<file path="src/rtl/pipe_stage_buffer_pkg.sv">
// Shared types for the two-entry pipeline stage buffer: FSM states and the
// payload record layout (field order matches the flattened payload vector).
package pipe_stage_buffer_pkg;

  typedef enum logic [1:0] {
    EMPTY = 2'd0,
    BUSY  = 2'd1,
    FULL  = 2'd2
  } state_e;

  localparam int DATA_W_DEF = 16;
  localparam int ADDR_W_DEF = 4;
  localparam int CTRL_W_DEF = 3;
  localparam int CNT_W_DEF  = 8;

  // ctrl bits are {muxWB, regWrite, regWrite0}; ctrl sits in the LSBs when flattened.
  typedef struct packed {
    logic [DATA_W_DEF-1:0] dm;
    logic [DATA_W_DEF-1:0] alu;
    logic [DATA_W_DEF-1:0] r0;
    logic [ADDR_W_DEF-1:0] rr1;
    logic [ADDR_W_DEF-1:0] waddr;
    logic [CTRL_W_DEF-1:0] ctrl;
  } payload_t;

  function automatic int payload_width(input int data_w, input int addr_w, input int ctrl_w);
    return 3 * data_w + 2 * addr_w + ctrl_w;
  endfunction

endpackage

</file>
<file path="src/rtl/pipe_payload_reg.sv">
// Load-enabled payload register with synchronous clear; one instance holds
// the head (main) entry, another the skid entry.
module pipe_payload_reg #(
  parameter int W = 8
) (
  input  logic         clock,
  input  logic         i_clr,
  input  logic         i_load,
  input  logic [W-1:0] i_d,
  output logic [W-1:0] o_q
);

  logic [W-1:0] r_q;

  always_ff @(posedge clock) begin
    if (i_clr) begin
      r_q <= '0;
    end else if (i_load) begin
      r_q <= i_d;
    end
  end

  assign o_q = r_q;

endmodule

</file>
<file path="src/rtl/pipe_stage_buffer.sv">
// Two-entry skid buffer between pipeline stages. in_ready is a pure state
// decode so no combinational path runs from out_ready back upstream.
module pipe_stage_buffer
  import pipe_stage_buffer_pkg::*;
#(
  parameter int DATA_W = 16,
  parameter int ADDR_W = 4,
  parameter int CTRL_W = 3,
  parameter int CNT_W  = 8
) (
  input  logic              clock,
  input  logic              reset,
  input  logic              flush,
  // Handshake: a transfer happens on an edge where valid && ready; valid and
  // payload are held by the sender until that edge, ready never depends on valid.
  input  logic              in_valid,
  output logic              in_ready,
  input  logic [DATA_W-1:0] in_dm,
  input  logic [DATA_W-1:0] in_alu,
  input  logic [DATA_W-1:0] in_r0,
  input  logic [ADDR_W-1:0] in_rr1,
  input  logic [ADDR_W-1:0] in_waddr,
  input  logic [CTRL_W-1:0] in_ctrl,
  output logic              out_valid,
  input  logic              out_ready,
  output logic [DATA_W-1:0] out_dm,
  output logic [DATA_W-1:0] out_alu,
  output logic [DATA_W-1:0] out_r0,
  output logic [ADDR_W-1:0] out_rr1,
  output logic [ADDR_W-1:0] out_waddr,
  output logic [CTRL_W-1:0] out_ctrl,
  output logic [CNT_W-1:0]  stall_cnt
);

  localparam int PAY_W = payload_width(DATA_W, ADDR_W, CTRL_W);

  state_e             r_state;
  state_e             w_state_nxt;
  logic               w_accept;
  logic               w_issue;
  logic               w_main_load;
  logic               w_skid_load;
  logic               w_main_from_skid;
  logic               w_clr;
  logic [PAY_W-1:0]   w_in_pay;
  logic [PAY_W-1:0]   w_main_d;
  logic [PAY_W-1:0]   w_main_q;
  logic [PAY_W-1:0]   w_skid_q;
  logic [CTRL_W-1:0]  w_main_ctrl;
  logic [CNT_W-1:0]   r_stall_cnt;

  assign in_ready  = (r_state != FULL);
  assign out_valid = (r_state != EMPTY);

  assign w_accept = in_valid && in_ready;
  assign w_issue  = out_valid && out_ready;

  always_ff @(posedge clock) begin
    if (reset) begin
      r_state <= EMPTY;
    end else begin
      r_state <= w_state_nxt;
    end
  end

  always_comb begin
    w_state_nxt      = r_state;
    w_main_load      = 1'b0;
    w_skid_load      = 1'b0;
    w_main_from_skid = 1'b0;
    case (r_state)
      EMPTY: begin
        if (w_accept) begin
          w_main_load = 1'b1;
          w_state_nxt = BUSY;
        end
      end
      BUSY: begin
        if (w_accept && w_issue) begin
          w_main_load = 1'b1;
        end else if (w_accept) begin
          w_skid_load = 1'b1;
          w_state_nxt = FULL;
        end else if (w_issue) begin
          w_state_nxt = EMPTY;
        end
      end
      FULL: begin
        // Upstream is stalled here, so only the skid entry can refill main.
        if (w_issue) begin
          w_main_load      = 1'b1;
          w_main_from_skid = 1'b1;
          w_state_nxt      = BUSY;
        end
      end
      default: w_state_nxt = EMPTY;
    endcase
    if (flush) begin
      w_state_nxt = EMPTY;
    end
  end

  // Flush clears both entries outright; the clear wins over any load.
  assign w_clr    = reset || flush;
  assign w_in_pay = {in_dm, in_alu, in_r0, in_rr1, in_waddr, in_ctrl};
  assign w_main_d = w_main_from_skid ? w_skid_q : w_in_pay;

  pipe_payload_reg #(.W(PAY_W)) u_main_reg (
    .clock  (clock),
    .i_clr  (w_clr),
    .i_load (w_main_load),
    .i_d    (w_main_d),
    .o_q    (w_main_q)
  );

  pipe_payload_reg #(.W(PAY_W)) u_skid_reg (
    .clock  (clock),
    .i_clr  (w_clr),
    .i_load (w_skid_load),
    .i_d    (w_in_pay),
    .o_q    (w_skid_q)
  );

  assign {out_dm, out_alu, out_r0, out_rr1, out_waddr, w_main_ctrl} = w_main_q;
  assign out_ctrl = w_main_ctrl & {CTRL_W{out_valid}};

  always_ff @(posedge clock) begin
    if (reset) begin
      r_stall_cnt <= '0;
    end else if (out_valid && !out_ready && (r_stall_cnt != {CNT_W{1'b1}})) begin
      r_stall_cnt <= r_stall_cnt + CNT_W'(1);
    end
  end

  assign stall_cnt = r_stall_cnt;

endmodule

</file>
<file path="config.mk">
export PLATFORM = sky130hd
export DESIGN_NAME = pipe_stage_buffer
export DESIGN_NICKNAME = d
export VERILOG_FILES = /design/src/rtl/pipe_stage_buffer_pkg.sv /design/src/rtl/pipe_payload_reg.sv /design/src/rtl/pipe_stage_buffer.sv
export SDC_FILE = /design/constraint.sdc
export NUM_CORES = 1
export LEC_CHECK = 0
export BUFFER_PORTS_ARGS = -buffer_cell sky130_fd_sc_hd__buf_2
export CAP_MARGIN = 5
export CORE_ASPECT_RATIO = 0.8
export CORE_MARGIN = 3
export CORE_UTILIZATION = 40
export DETAILED_ROUTE_END_ITERATION = 8
export PLACE_DENSITY = 0.73
export SYNTH_ARGS = -nofsm -noshare
export SYNTH_HDL_FRONTEND = slang
export SYNTH_HIERARCHICAL = 1
export SYNTH_SLANG_ARGS = --single-unit
</file>
<file path="constraint.sdc">
create_clock -name clock -period 2.1 [get_ports clock]
set_input_delay 0.42 -clock clock [delete_from_list [all_inputs] [get_ports clock]]
set_output_delay 0.42 -clock clock [all_outputs]
set_load 0.02 [all_outputs]
</file>
==> flow_summary.toml <==
[sta]
slew_headroom = 0.781
hold_viol_final = 0
min_period_ns = 1.83
period_share = 0.871
setup_viol = 0
clock.fmax_mhz = 547
finClkSkew_ns = 0.00685
drv_slew = 0
max_slew.worst_pin.slew_ns = 0.328
tns_ns = 0
rsz0062_at_grt = "false"

[worst_setup_path]
critPathKind = "reg2reg"
critPathMaxFanout = 32
cp.required_ns = 2.38
critPathLaunchType = "flop"
cp-end-kind = "flop"
arrival_ns = 2.11

[synth]
netlist_area_sq_um = 5520
ys_seq_elements = 128
ys.flop_type = "dfxtp_1"
synth.distinct_cells = 35
syn_nets = 588
netlist.area_leader.share = 0.464
synth_edf_count = 0
yosys_warnings = 6
yosysSeqAreaShare = 0.464
postSynthAreaPerCell_sq_um = 10.6
synth-async-reset-ratio = 0
synthCells = 523
yosys.area.top_type = "dfxtp_1"
synth_area_leaders = "dfxtp_1, mux2i_1, mux2_2, nor2_1, buf_4"

[route]
drt_iter0_markers = 168
drc_errors = 0
firstDrtPassIters = 4
num_vias = 4133
wl_per_cell_um = 14.6
vias_per_cell = 4.95
wl_um = 12200
antenna_left = 0

[cells_and_area]
drive_gt1_frac = 0.363
nets = 713
fillCellCount = 1198
area_delta_synth_final_pct = 26.4
multiInputGateArea_sq_um = 2710
regArea_sq_um = 2560

[pwr]
powerDensity_nw_per_um2 = 880
p_total_uw = 6140
peakVddDrop_mv = 0.546
p_leak_uw = 0.00297

[floorplanning]
die_w_um = 137
die_area_sq_um = 15200
boundaryPins = 133
start_util = 0.420
num_rows = 37
core_area_sq_um = 13100
die_y_um = 111

[grt]
grt_pass1_vias = 4140
track_usage = 0.162
grt_max_degree = 73
antenna_found_initial = 0
grt_pass1_wl_um = 19700
grt.overflow.total = 0

[outcome]
run_status = "finished clean"

[hold_path]
hold_path_class = "in2reg"

[cts]
ctsHtreeMaxLevel = 4
cts_resized = 0
clock_latency_ns = 0.41
cts_tree = "done"
hold_buffers = 0
cts_root_buf = "clkbuf_16"
post_cts_buffers = 0
cts_max_path_buffers = 2
clkSlewWorstSetupHoldPaths_ns = 0.06
cts_buffers = 17
cts_sinks = 128

[placement]
gp_congestion = 0.805
portBuffers = 132
hpwl_um = 8270

[job]
drv_cap = 0
critical path: stages (launching register included):
cell      delay [ns]
dfxtp_1         0.51
nand3b_1        0.24
buf_12          0.24
o21ai_4         0.10
buf_12          0.26
mux2i_1         0.24
nor2_1          0.06
power by group:
part	internal (uW)	switching (uW)
Combinational	235	267
Sequential	2480	27.5
Clock	2130	998
Total	4840	1290
flip-flops by register name, indices dropped and copies added (netlist names):
signal / cells
r_state: 2
u_main_reg/o_q: 59
u_skid_reg/o_q: 59
stall_cnt: 8
kinds of logic after synthesis:
group,Yosys count,share of synthesized area
and+or+nand+nor,153,0.117
muxes,180,0.340
DFF,128,0.464
adders and majority gates,1,0.00227
buffers and inverters,42,0.0485
AOI/OAI and AO/OA,19,0.0272
cells in the final DEF (no fill, tap or decap), types with 6 or more instances in the layout:
master / count
dfxtp_1: 128
buf_12: 7
mux2i_1: 119
clkbuf_16: 17
mux2_2: 61
nor2b_1: 6
nor2_1: 123
buf_2: 132
per-stage QoR:
stage	instances	setup WS (ns)	util	hold WS (ns)	area, sq um
global route	834	0.162	0.530	0.249	6970
finish	835	0.270	0.530	0.258	6970
detailed placement	804	0.228	0.482	0.476	6340
CTS	834	0.271	0.530	0.243	6970
global placement	804	0.278	0.482	0.468	6340
floorplan	523	0.386	-	0.452	5520
per-layer routing:
layer / vias to the layer above / wire length [um] / track usage
li1: 2045 / - / -
met1: 1946 / 5680 / 0.208
met2: 128 / 5470 / 0.249
met3: 14 / 844 / 0.0540
met4: 0 / 161 / 0.0625
met5: - / 0 / 0
synth_stat cells (2+ instances only):
master / instances
a211oi_1: 5
a21oi_1: 3
a31oi_1: 3
and4_1: 3
buf_12: 2
buf_2: 14
buf_4: 10
buf_6: 3
clkbuf_1: 9
dfxtp_1: 128
inv_1: 4
mux2_2: 61
mux2i_1: 119
nand2_1: 5
nand2b_1: 2
nand3_1: 3
nand3b_1: 2
nor2_1: 123
nor2b_1: 6
nor4_1: 2
o21ba_2: 2
layout make-up:
type | instances | area share
Clock inverter | 5 | 0.0179
Tap cell | 175 | 0.0314
Sequential cell | 128 | 0.367
Multi-Input combinational cell | 353 | 0.388
Antenna cell | 1 | 0.000359
Inverter | 4 | 0.00215
Clock buffer | 25 | 0.0725
Timing Repair Buffer | 144 | 0.120
worst paths after layout:
check,from,end,slack (ns),cells after the start
hold reg to reg,u_main_reg/o_q[28]$_SDFFE_PP0P_,u_main_reg/o_q[28]$_SDFFE_PP0P_,0.49,2
setup reg to reg,r_state[1]$_SDFFE_PP0P_,u_main_reg/o_q[37]$_SDFFE_PP0P_,0.27,6
setup / recovery,r_state[1]$_SDFFE_PP0P_,u_main_reg/o_q[37]$_SDFFE_PP0P_,0.27,6
hold / removal,in_ctrl[1],u_skid_reg/o_q[1]$_SDFFE_PP0P_,0.26,3
Note: power is estimated with default switching activity, not from simulation.
